==> src/rtl/addsub_pkg.sv <==
// rtl/addsub_pkg.sv - shared types and constants for the sliced adder/subtractor
package addsub_pkg;

  typedef enum logic [1:0] {
    IDLE = 2'd0,
    RUN  = 2'd1,
    DONE = 2'd2
  } state_t;

  localparam logic MODE_ADD = 1'b0;
  localparam logic MODE_SUB = 1'b1;

  // Slice counter width; a single-slice configuration still needs one bit.
  function automatic int cnt_width(input int n_chunks);
    if (n_chunks <= 1) return 1;
    return $clog2(n_chunks);
  endfunction

endpackage

==> src/rtl/adder_chunk.sv <==
// rtl/adder_chunk.sv - CHUNK-bit ripple adder with carry-in built from full_adder cells
module adder_chunk #(
  parameter int CHUNK = 4
) (
  input  logic [CHUNK-1:0] a,
  input  logic [CHUNK-1:0] b,
  input  logic             ci,
  output logic [CHUNK-1:0] s,
  output logic             co
);

  logic [CHUNK:0] c;

  assign c[0] = ci;

  for (genvar i = 0; i < CHUNK; i++) begin : g_bit
    full_adder u_fa (
      .a  (a[i]),
      .b  (b[i]),
      .ci (c[i]),
      .s  (s[i]),
      .co (c[i+1])
    );
  end

  assign co = c[CHUNK];

endmodule

==> src/rtl/full_adder.sv <==
// rtl/full_adder.sv - single-bit full adder cell
module full_adder (
  input  logic a,
  input  logic b,
  input  logic ci,
  output logic s,
  output logic co
);

  assign s  = a ^ b ^ ci;
  assign co = (a & b) | (ci & (a ^ b));

endmodule

==> src/rtl/addsub_seq_nbits.sv <==
// rtl/addsub_seq_nbits.sv - multi-cycle add/sub, one CHUNK-bit slice per clock
module addsub_seq_nbits
  import addsub_pkg::*;
#(
  parameter int WIDTH = 16,
  parameter int CHUNK = 4
) (
  input  logic             clk_i,
  input  logic             rst_ni,
  input  logic             in_valid_i,
  output logic             in_ready_o,
  input  logic             sub_i,
  input  logic [WIDTH-1:0] a_i,
  input  logic [WIDTH-1:0] b_i,
  output logic             out_valid_o,
  input  logic             out_ready_i,
  output logic [WIDTH-1:0] s_o,
  output logic             cout_o,
  output logic             ovf_o,
  output logic             zero_o
);

  localparam int N_CHUNKS = WIDTH / CHUNK;
  localparam int CW = cnt_width(N_CHUNKS);
  localparam logic [CW-1:0] LAST = CW'(N_CHUNKS - 1);

  if (WIDTH % CHUNK != 0) begin : g_width_check
    $error("addsub_seq_nbits: WIDTH must be a multiple of CHUNK");
  end

  state_t           state, state_nxt;
  logic [WIDTH-1:0] a_q, b_q, s_q, s_nxt;
  logic [CW-1:0]    cnt_q;
  logic             carry_q, cout_q, ovf_q, zero_q;
  logic [CHUNK-1:0] a_sl, b_sl, sum_sl;
  logic             c_sl;
  logic             accept, last;

  assign accept = in_valid_i && (state == IDLE);
  assign last   = (cnt_q == LAST);

  assign a_sl = a_q[int'(cnt_q)*CHUNK +: CHUNK];
  assign b_sl = b_q[int'(cnt_q)*CHUNK +: CHUNK];

  adder_chunk #(.CHUNK(CHUNK)) u_chunk (
    .a  (a_sl),
    .b  (b_sl),
    .ci (carry_q),
    .s  (sum_sl),
    .co (c_sl)
  );

  // Result as it will look after this slice is written; zero flag is taken from it.
  always_comb begin
    s_nxt = s_q;
    s_nxt[int'(cnt_q)*CHUNK +: CHUNK] = sum_sl;
  end

  always_ff @(posedge clk_i or negedge rst_ni) begin
    if (!rst_ni) state <= IDLE;
    else         state <= state_nxt;
  end

  always_comb begin
    state_nxt = state;
    case (state)
      IDLE:    if (in_valid_i)  state_nxt = RUN;
      RUN:     if (last)        state_nxt = DONE;
      DONE:    if (out_ready_i) state_nxt = IDLE;
      default:                  state_nxt = IDLE;
    endcase
  end

  always_comb begin
    in_ready_o  = (state == IDLE);
    out_valid_o = (state == DONE);
  end

  always_ff @(posedge clk_i or negedge rst_ni) begin
    if (!rst_ni) begin
      a_q     <= '0;
      b_q     <= '0;
      s_q     <= '0;
      cnt_q   <= '0;
      carry_q <= 1'b0;
      cout_q  <= 1'b0;
      ovf_q   <= 1'b0;
      zero_q  <= 1'b1;
    end else if (accept) begin
      a_q     <= a_i;
      b_q     <= (sub_i == MODE_SUB) ? ~b_i : b_i;
      carry_q <= sub_i;
      cnt_q   <= '0;
    end else if (state == RUN) begin
      s_q     <= s_nxt;
      carry_q <= c_sl;
      cnt_q   <= last ? '0 : cnt_q + CW'(1);
      if (last) begin
        cout_q <= c_sl;
        // Same-sign operands (b already inverted for subtract) producing a different-sign result.
        ovf_q  <= (a_q[WIDTH-1] == b_q[WIDTH-1]) && (sum_sl[CHUNK-1] != a_q[WIDTH-1]);
        zero_q <= ~|s_nxt;
      end
    end
  end

  assign s_o    = s_q;
  assign cout_o = cout_q;
  assign ovf_o  = ovf_q;
  assign zero_o = zero_q;

endmodule

==> config.mk <==
export PLATFORM = sky130hd
export DESIGN_NAME = addsub_seq_nbits
export DESIGN_NICKNAME = d
export VERILOG_FILES = /design/src/rtl/addsub_pkg.sv /design/src/rtl/adder_chunk.sv /design/src/rtl/full_adder.sv /design/src/rtl/addsub_seq_nbits.sv
export SDC_FILE = /design/constraint.sdc
export NUM_CORES = 1
export LEC_CHECK = 0
export ABC_AREA = 1
export CORE_AREA = 5 5 83 85
export DETAILED_ROUTE_END_ITERATION = 10
export DIE_AREA = 0 0 88 90
export PLACE_DENSITY = 0.79
export SYNTH_ARGS = -nofsm -noshare
export SYNTH_HDL_FRONTEND = slang
export SYNTH_SLANG_ARGS = --single-unit
==> constraint.sdc <==
create_clock -name clk_i -period 4.4 [get_ports clk_i]
set_input_delay 0.88 -clock clk_i [delete_from_list [all_inputs] [get_ports clk_i]]
set_output_delay 0.88 -clock clk_i [all_outputs]
set_load 0.01 [all_outputs]
; Word-level counts from Yosys, hierarchy flattened
; Index checks and enable logic that the tools add are counted.
[totals]
wordCells = 65
regBits = 56
output_inout_bits = 21
inputBits = 37
[op_classes]
n_addsub = 2
eq_ne = 8
n_bitwise = 22
shift = 4
n_mux = 11
reduce_logical = 9
[op_table]
columns = cell, count
row1 = negation 4 -> 33 bit, 1
row2 = variable shift 4 x 33 -> 16 bit (first input constant), 1
row3 = indexed part select 4 x 33 -> 16 bit, 1
row4 = indexed part select 16 x 5 -> 4 bit, 2
row5 = bitwise mux 16 bit, 1
row6 = two-way mux 16 bit, 1
row7 = NOT 16 bit, 1
row8 = OR reduction 16 bit, 1
row9 = two-way mux 2 bit, 6
row10 = bitwise AND 1 bit, 8
row11 = bitwise XOR 1 bit, 8
row12 = case mux 2 bit (3 select lines), 1
row13 = AND reduction 3 bit, 2
row14 = equality test 2 bit (second input constant), 2
row15 = inequality test 2 bit (second input constant), 2
row16 = OR 1 bit, 4
row17 = adder 2 x 1 -> 2 bit (second input constant), 1
row18 = equality test 2 x 1 -> 1 bit (second input constant), 1
row19 = logical AND 1 bit, 2
row20 = logical NOT 2 bit, 1
row21 = two-way mux 1 bit, 2
row22 = inequality test 2 x 1 -> 1 bit (second input constant), 1
row23 = AND reduction 2 bit, 1
row24 = nonzero test 2 bit, 1
row25 = 4 further kinds, 4

; Depth between registers and ports, before layout
; Gate-level depths: netlist of run 1.
[logic_depth]
depth_word = 13
ltp_mapped = 21
ltp_nobuf = 19

; By module
; Synthesis of run 1 repeated with hierarchy kept, for this count alone.
[unflattened]
hier_cells = 377
area_unflattened_um2 = 3010.4
[modules_own_cells]
columns = module, cells_per_inst, instances, area_each_um2, seq_area_each_um2
row1 = addsub_seq_nbits, 373, 1, 2930.3, 1402.6
row2 = full_adder, 1, 4, 20.0, 0.0

; Least setup slack after synthesis of run 1
; No wires, ideal clock.
[synth_timing]
kind = flip-flop to flip-flop
start = register cnt_q[0]
end = register zero_q (netlist: zero_o)
period_less_slack_ns = 3.174
path_stages_with_launch = 22
arrival_time_ns = 3.113
required_time_ns = 4.340
setup_ns = 0.060
slack_ns = 1.226
n_path_buf = 3
cell_sequence = dfrtp_1 -> buf_6 -> buf_6 -> buf_4 -> a21oi_1 -> a32o_1 -> fa_1 -> inv_1 -> fa_1 -> inv_1 -> fa_1 -> inv_1 -> fa_1 -> inv_1 -> nor2_1 -> nand3_1 -> nand2_1 -> nor2_1 -> nand2_1 -> nor2_1 -> nand3_1 -> nand2_1
[synth_between]
elab_chain_len = 13
word_cells_on_any_way = 27
classes_between = add/sub (1) / eq/ne (1) / shift (4) / mux (1) / bitwise (17) / reduce/logical (3)
[synth_lines]
columns = item, line_no
row1 = from (decl), addsub_seq_nbits.sv:33  ; logic [CW-1:0] cnt_q;
row2 = from (signal assigned), addsub_seq_nbits.sv:97  ; cnt_q <= last ? '0 : cnt_q + CW'(1);
row3 = "indexed part select 16 x 5 -> 4 bit, on equally long branches", "addsub_seq_nbits.sv:42, addsub_seq_nbits.sv:43"
row4 = bitwise XOR 1 bit, "full_adder.sv:10, full_adder.sv:11"
row5 = bitwise AND 1 bit, full_adder.sv:11  ; assign co = (a & b) | (ci & (a ^ b));
row6 = OR 1 bit, full_adder.sv:11
row7 = bitwise AND 1 bit, full_adder.sv:11
row8 = OR 1 bit, full_adder.sv:11
row9 = bitwise AND 1 bit, full_adder.sv:11
row10 = OR 1 bit, full_adder.sv:11
row11 = bitwise XOR 1 bit, full_adder.sv:10  ; assign s = a ^ b ^ ci;
row12 = indexed part select 4 x 33 -> 16 bit, addsub_seq_nbits.sv:56  ; s_nxt[int'(cnt_q)*CHUNK +: CHUNK] = sum_sl;
row13 = bitwise mux 16 bit, addsub_seq_nbits.sv:56
row14 = OR reduction 16 bit, addsub_seq_nbits.sv:102  ; zero_q <= ~|s_nxt;
row15 = logical NOT 1 bit, addsub_seq_nbits.sv:102
row16 = to (signal assigned), addsub_seq_nbits.sv:102
row17 = to (decl), addsub_seq_nbits.sv:34  ; logic carry_q, cout_q, ovf_q, zero_q;
; Several ways; a longest one is shown, not always the timed one.
; A chain may end at the register's enable or synchronous reset.

; Worst setup path after layout of run 1
[layout_timing]
start = register cnt_q[1]
end = register zero_q (netlist: zero_o)
; Same word-level chain as after synthesis.

==> metrics.md, run 1 <==
| Metric | Value |
|---|---|
| Outcome | finished clean |
| Post-Syn Area per Cell | 8.25 um2 |
| Global-route wire length before repair | roughly 11,000 um |
| Vias per cell | 5.25 |
| Post-CTS Hold Buffers | 0 |
| Syn_nets | 419 |
| Resized cells post-CTS | 0 |
| Total GRT Usage | 0.175 |
| Sequential cell fraction of total power | 0.320 |
| Mapped Cells | about 370 |
| Largest family of logic cells by synthesized area | simple AND/OR/NAND/NOR gates |
| I/O pin count | 58 |
| Final setup viols | 0 |
| Layout cells sized above 1 | 0.0806 |
| Register bit total from synthesis | 56 |
| Critical-path cell list | inv_1 -> a21oi_1 -> a32o_1 -> fa_1 -> inv_1 -> fa_1 -> inv_1 -> fa_1 -> inv_1 -> fa_1 -> inv_1 -> nor2_1 -> nand3_1 -> nand2_1 -> nor2_1 -> nand2_1 -> nor2_1 -> nand3_1 -> nand2_1 |
| Pint | ~0.0015 W |
| Routed via count | 2,618 |
| RSZ-0062 raised after global routing | no |
| Drt initial violations | 180 |
| Number of synthesis warnings | 0 |
| CP Launch Type | register |
| Post-synthesis xor/xnor area fraction | 0.0457 |
| Pre-CTS setup slack | 0.938 ns |
| Initial cell density of the core | 0.501 |
| Final Max Tran Viols | 0 |
| CTS H-tree depth | 2 |
| Max-cap viol count | 0 |
| CP max stage delay | 0.47 ns |
| Switch share | 0.467 |
| Layout area overhead | 20.6% |
| Cell variety after synth | 30 |
| Drt total wl | 6480 um |
| Switching power total | approximately 0.0013 W |
| Combinational power share | 0.579 |
| Most frequent CP cell | inv_1 |
| Synth Area in Simple Gates | 0.245 |
| Sequential fraction of the synthesis area | 0.457 |
| Worst-skew pair later-pin latency | 0.32 ns |
| Chip width | 88 um |
| DIE AREA | 0.00792 mm2 |
| Final Power | 0.00286 W |
| Final Worst Setup Slack | 0.907 ns |
| Final HPWL from detailed placement | 4890 um |
| Worst hold path type | reg2reg |
| Pin count of the biggest net entering global routing | 57 |
| F_max | 0.286 GHz |
| Number of setup buffers added after CTS | 0 |
| CTS sink count | 56 |
| Post-synthesis mux area share | 0 |
| Deepest clock path buffer count | 2 |
| Peak supply drop | 0.423 mV |
| Critical Path RT | approximately 4.7 ns |
| Cell area power density | just under 800 mW/mm2 |
| Residual DRC | 0 |
| # rows | 29 |
| Final estimated routing congestion in global placement | 0.855 |
| Worst Tran Pin Value | 0.863 ns |
| Final std cells w/o fill | 499 |
| Post-synthesis cell area | 0.00307 mm2 |
| Crit end category | register |
| Num CTS Buffers | 5 |
| Root buffer cell | clkbuf_8 |
| Placed insts | 491 |
| Port bufs | 57 |
| Number of global-route vias before repair | between 2,000 and 3,000 |
| Relative max-transition margin | 0.423 |
| Initial antenna violation count | 0 |
| Core Area | a little over 0.006 mm2 |
| Antenna-violating nets left | 0 |
| Synth Area in Compound Gates | 0.124 |
| Slowest-stage cell, CP | dfrtp_1 |
| Critical path class | reg2reg |
| CP arrival | 3.75 ns |
| GRT overflow | 0 |
| Period utilization | 0.794 |
| WL/cell | 13.0 um |
| Number of diodes | 0 |
| Layout Nets | 468 |
| CP Max Fanout | 16 |
| Clock skew | ~0.0071 ns |
| CTS tree | yes |
| Adder-Cell Fraction of Synth Area | 0.0506 |
| Hold Fails Final Rpt | 0 |
| Fin crit period | about 3.5 ns |
| Worst-path clk slew | ~0.1 ns |
| Drt pass-1 iters | 4 |
| Pleak | 1.72 nW |
| Clk pwr share | 0.100 |
| Post-route setup TNS | 0 ns |
| Die Y | around 90 um |
==> layout by cell type (no fill, tap or decap), types with 5 or more instances in the layout <==
cell             Yosys  layout
nor2_1              32      32
nand2_1            130     130
o22ai_1              5       5
clkbuf_8             0       6
dfrtp_1             55      55
ha_1                 6       6
o21ai_0             32      32
a31oi_1              9       9
xnor2_1             16      16
nand3_1             10      10
clkdlybuf4s50_1      0      56
inv_2                7       7
inv_1               20      20
==> cell usage after synthesis (all sizes together) <==
master / count / area share
fa: 4 / 0.026
a31oi: 9 / 0.018
dfrtp: 55 / 0.45
nand3: 14 / 0.029
dfstp: 1 / 0.0086
nand2: 131 / 0.16
nor2: 37 / 0.053
clkbuf: 1 / 0.0012
o31ai: 1 / 0.0024
a21oi: 6 / 0.012
o22ai: 6 / 0.014
a32o: 4 / 0.013
buf: 16 / 0.043
ha: 6 / 0.024
o221ai: 1 / 0.0029
nand4: 1 / 0.0020
inv: 27 / 0.033
xnor2: 16 / 0.046
o21ai: 36 / 0.061
==> stage by stage <==
| stage | cell area, um2 | util | hold slack (ns) |
|---|---|---|---|
| 2_1_floorplan | 3070 | - | 0.444 |
| 4_1_cts | 3700 | 0.604 | 0.494 |
| 3_3_place_gp | 3610 | 0.589 | 0.467 |
| 3_5_place_dp | 3610 | 0.589 | 0.468 |
| 6_report | 3700 | 0.604 | 0.493 |
| 5_1_grt | 3700 | 0.604 | 0.515 |
==> worst max-delay path: cells and delay by family (launching register included) <==
kind | cells | cell delay, ns
adders and majority gates | 4 | 1.36
buffers and inverters | 5 | 0.70
and+or+nand+nor | 8 | 0.58
DFF | 1 | 0.47
AOI/OAI and AO/OA | 2 | 0.33
==> sequential cells by signal, indices dropped and copies added (netlist names) <==
signal,flops
s_o,16
b_q,16
ovf_o,1
state,2
carry_q,1
zero_o,1
cnt_q,2
a_q,16
cout_o,1
==> cell families after synthesis <==
| kind of cell | Yosys count |
|---|---|
| buf+inv | 44 |
| xor+xnor | 16 |
| simple gates | 183 |
| flops | 56 |
| compound gates | 63 |
| fa+ha+maj | 10 |
==> power by group through the flow <==
| stage | clock network [W] | logic [W] | registers [W] |
|---|---|---|---|
| 2_1_floorplan | 0 | 0.00122 | 0.000911 |
| 3_3_place_gp | 0 | 0.00160 | 0.000923 |
| 3_5_place_dp | 0 | 0.00166 | 0.000927 |
| 4_1_cts | 0.000294 | 0.00166 | 0.000917 |
| 5_1_grt | 0.000318 | 0.00188 | 0.000946 |
| 6_report | 0.000287 | 0.00166 | 0.000917 |
==> final cells by class <==
cell class                      instances  area (um2)
Fill cell                             577        2430
Multi-Input combinational cell        272        1430
Sequential cell                        56        1400
Timing Repair Buffer                   59         581
Inverter                               27         101
Tap cell                               77        96.3
Clock buffer                            6        82.6
Clock inverter                          2        10.0
==> final timing paths <==
kind,from,end,slack [ns],cells after the start
min,a_q[7],a_q[7],0.49,2
min reg2reg,a_q[7],a_q[7],0.49,2
max,cnt_q[1],zero_o,0.91,19
min in group asynchronous,rst_ni,s_o[1],0.69,2
max reg2reg,cnt_q[1],zero_o,0.91,19
max in group asynchronous,rst_ni,cnt_q[1],3.27,2
==> layer usage <==
layer | GRT usage | wire [um]
met1 | 0.227 | 2730
met4 | 0.0588 | 110
met5 | 0 | 0
met2 | 0.291 | 3260
met3 | 0.0338 | 381
Note: power is estimated with default switching activity, not from simulation.
==> run 2: changes to the inputs <==
- clock period: 4.4 -> 3.3 ns (I/O delays scaled with it)
==> run 2 against run 1 <==
  * Worst hold slack worse by 0.026 ns
  * Largest cell class unchanged
  * First-iteration DRC count fell by 34%
  * Cell count grew 1.8%
  * Via count shrank 1.3%
  * Setup slack lost 0.71 ns
  * Highest routed layer unchanged
  * Utilization up 2.0 points
  * Die area unchanged
  * Sequential cell count is the same
  * Sequential power is 33% higher
  * Cell area rose by 3.2%
==> metrics.md, run 2 (synthesis gave the netlist of run 1 again) <==
| Metric | Value |
|---|---|
| Vias per cell | 5.09 (-3.0%) |
| Total GRT Usage | 0.175 (-0.000542) |
| Hold Fails Final Rpt | 0 (unchanged) |
| CTS sink count | 56 (unchanged) |
| Fillers | 535 (-7.3%) |
| Pin count of the biggest net entering global routing | 57 (unchanged) |
| Outcome | finished clean |
| CP Max Fanout | 22 (+6) |
| Crit. Startpoint | cnt_q[0] |
| CTS tree | yes |
| Pre-CTS setup slack | 0.139 ns (-0.799 ns) |
| Critical Path RT | 3.54 ns (-1.12 ns) |
| Pleak | 1.77 nW (+2.9%) |
| RR Endpoint | zero_o |
| Antenna-violating nets left | 0 (unchanged) |
| Routed via count | 2,584 (-1.3%) |
| GRT overflow | 0 (unchanged) |
| Drt initial violations | 118 (-34%) |
| Initial antenna violation count | 0 (unchanged) |
| Max-cap viol count | 0 (unchanged) |
| Core Area | 0.00613 mm2 (unchanged) |
| Final HPWL from detailed placement | 5090 um (+3.9%) |
| DIE AREA | 0.00792 mm2 (unchanged) |
| Residual DRC | 0 (unchanged) |
| Placed insts | 496 (+1.0%) |
| Num CTS Buffers | 5 (unchanged) |
| # rows | 29 (unchanged) |
| Reg2Reg Setup Slack | 0.20 ns (-0.71 ns) |
| Relative max-transition margin | 0.388 (-0.0353) |
| Drt total wl | 6790 um (+4.8%) |
| Worst hold path type | in2async |
| Final Core Density | 0.623 (+0.0196) |
| Crit end category | register |
| Most common cell after layout, fill and taps aside | nand2_1 |
| WL/cell | 13.4 um (+3.0%) |
| Period utilization | 0.941 (+0.147) |
| Final Worst Setup Slack | 0.195 ns (-0.712 ns) |
| I/O pin count | 58 (unchanged) |
| Initial cell density of the core | 0.501 (unchanged) |
| Global-route wire length before repair | 11,200 um (-0.12%) |
| Final setup viols | 0 (unchanged) |
| Worst-skew pair later-pin latency | 0.31 ns (about the same) |
| Layout cells sized above 1 | 0.116 (+0.0354) |
| CP Capture Point | zero_o |
| CP Launch Type | register |
| Worst-path clk slew | 0.10 ns (about the same) |
| Critical path class | reg2reg |
| Post-route setup TNS | 0 ns (unchanged) |
| Drt pass-1 iters | 4 (unchanged) |
| Cell area power density | 1070 mW/mm2 (+38%) |
| F_max | 0.322 GHz (+13%) |
| Final Max Tran Viols | 0 (unchanged) |
| Die Y | 90 um (unchanged) |
| Layout area overhead | 24.5% |
| Final estimated routing congestion in global placement | 0.823 (-3.8%) |
| Fin crit period | 3.10 ns (-0.388 ns) |
| Peak supply drop | 0.559 mV (+32%) |
| Worst r2r src | cnt_q[0] |
| Reg2Reg Depth | 18 (-1) |
| Commonest non-fill, non-tap cells in the layout | nand2_1, clkdlybuf4s50_1, dfrtp_1 |
| RSZ-0062 raised after global routing | no |
| Clock skew | 0.00703 ns (-0.0000524 ns) |
| Chip width | 88 um (unchanged) |
| Number of diodes | 0 (unchanged) |
| Deepest clock path buffer count | 2 (unchanged) |
| Final Power | 0.00409 W (+43%) |
| Final std cells w/o fill | 508 (+1.8%) |
| Number of global-route vias before repair | 2,471 (-1.9%) |
| Port bufs | 57 (unchanged) |
| Root buffer cell | clkbuf_8 |
| Layout Nets | 478 (+2.1%) |
| CP arrival | 3.35 ns (-0.40 ns) |
| Worst Tran Pin Value | 0.916 ns (+0.0528 ns) |
| CTS H-tree depth | 2 (unchanged) |
==> run 2: cell types whose count changed in the layout (fill, tap and decap cells not counted), sizes merged <==
cell	previous run	this run
clkbuf	6	5
buf	3	12
clkinvlp	0	1
bufinv	0	2
clkinv	2	0
==> run 2: layout make-up <==
cell class,count,area [um2],share of cell area
tap,77,96.3,0.0252
timing repair buffer,68,648,0.170
clock buffer,5,68.8,0.0180
clock inverter,2,60.1,0.0157
inverter,27,104,0.0272
multi-input combinational,272,1440,0.376
timing repair inverter,1,5.00,0.00131
sequential,56,1400,0.367
==> run 2: where the power goes <==
group | switching (W) | internal [W]
combinational | 0.00140 | 0.000956
clock | 0.000219 | 0.000299
sequential | 0.000216 | 0.00100
==> run 2: worst max-delay path: stages, from the launching register on <==
cell	delay [ns]
dfrtp_2	0.46
buf_4	0.16
buf_4	0.21
o21ai_0	0.18
o22ai_1	0.12
fa_1	0.42
inv_1	0.08
fa_1	0.18
inv_2	0.05
fa_2	0.60
inv_2	0.05
nor2_2	0.09
nand3_1	0.10
nand2_1	0.08
nor2_1	0.04
nand2_1	0.05
nor2_1	0.04
nand3_1	0.07
nand2_1	0.05
==> run 2: worst min path at each step <==
stage / startpoint / to / slack, ns / cells past startpoint
after floorplan: rst_ni / a_q[0] / 0.36 / 0
after global placement: b_q[11] / b_q[11] / 0.46 / 2
after detailed placement: a_q[4] / a_q[4] / 0.47 / 2
after CTS: rst_ni / a_q[15] / 0.50 / 2
after global routing: ovf_o / ovf_o / 0.51 / 2
final: rst_ni / s_o[2] / 0.47 / 2
==> run 2: layer usage <==
layer | up-vias | GRT usage | wire (um)
met1 | 1183 | 0.229 | 3030
met3 | 12 | 0.0320 | 350
li1 | 1318 | - | -
met4 | 0 | 0.0435 | 116
met5 | - | 0 | 0
met2 | 71 | 0.296 | 3290
==> run 2: through the flow <==
step	hold slack, ns	instance area [um2]
2_1_floorplan	0.364	3070
3_3_place_gp	0.462	3650
3_5_place_dp	0.473	3650
4_1_cts	0.498	3780
5_1_grt	0.509	3820
6_report	0.467	3820
==> run 2: timing repair <==
item                                    CTS  global route
endpoints found under the hold margin     0             0
endpoints found under the setup margin    0             1
hold buffers                              0             0
gates resized for setup                   0             9
buffers inserted                          0             4
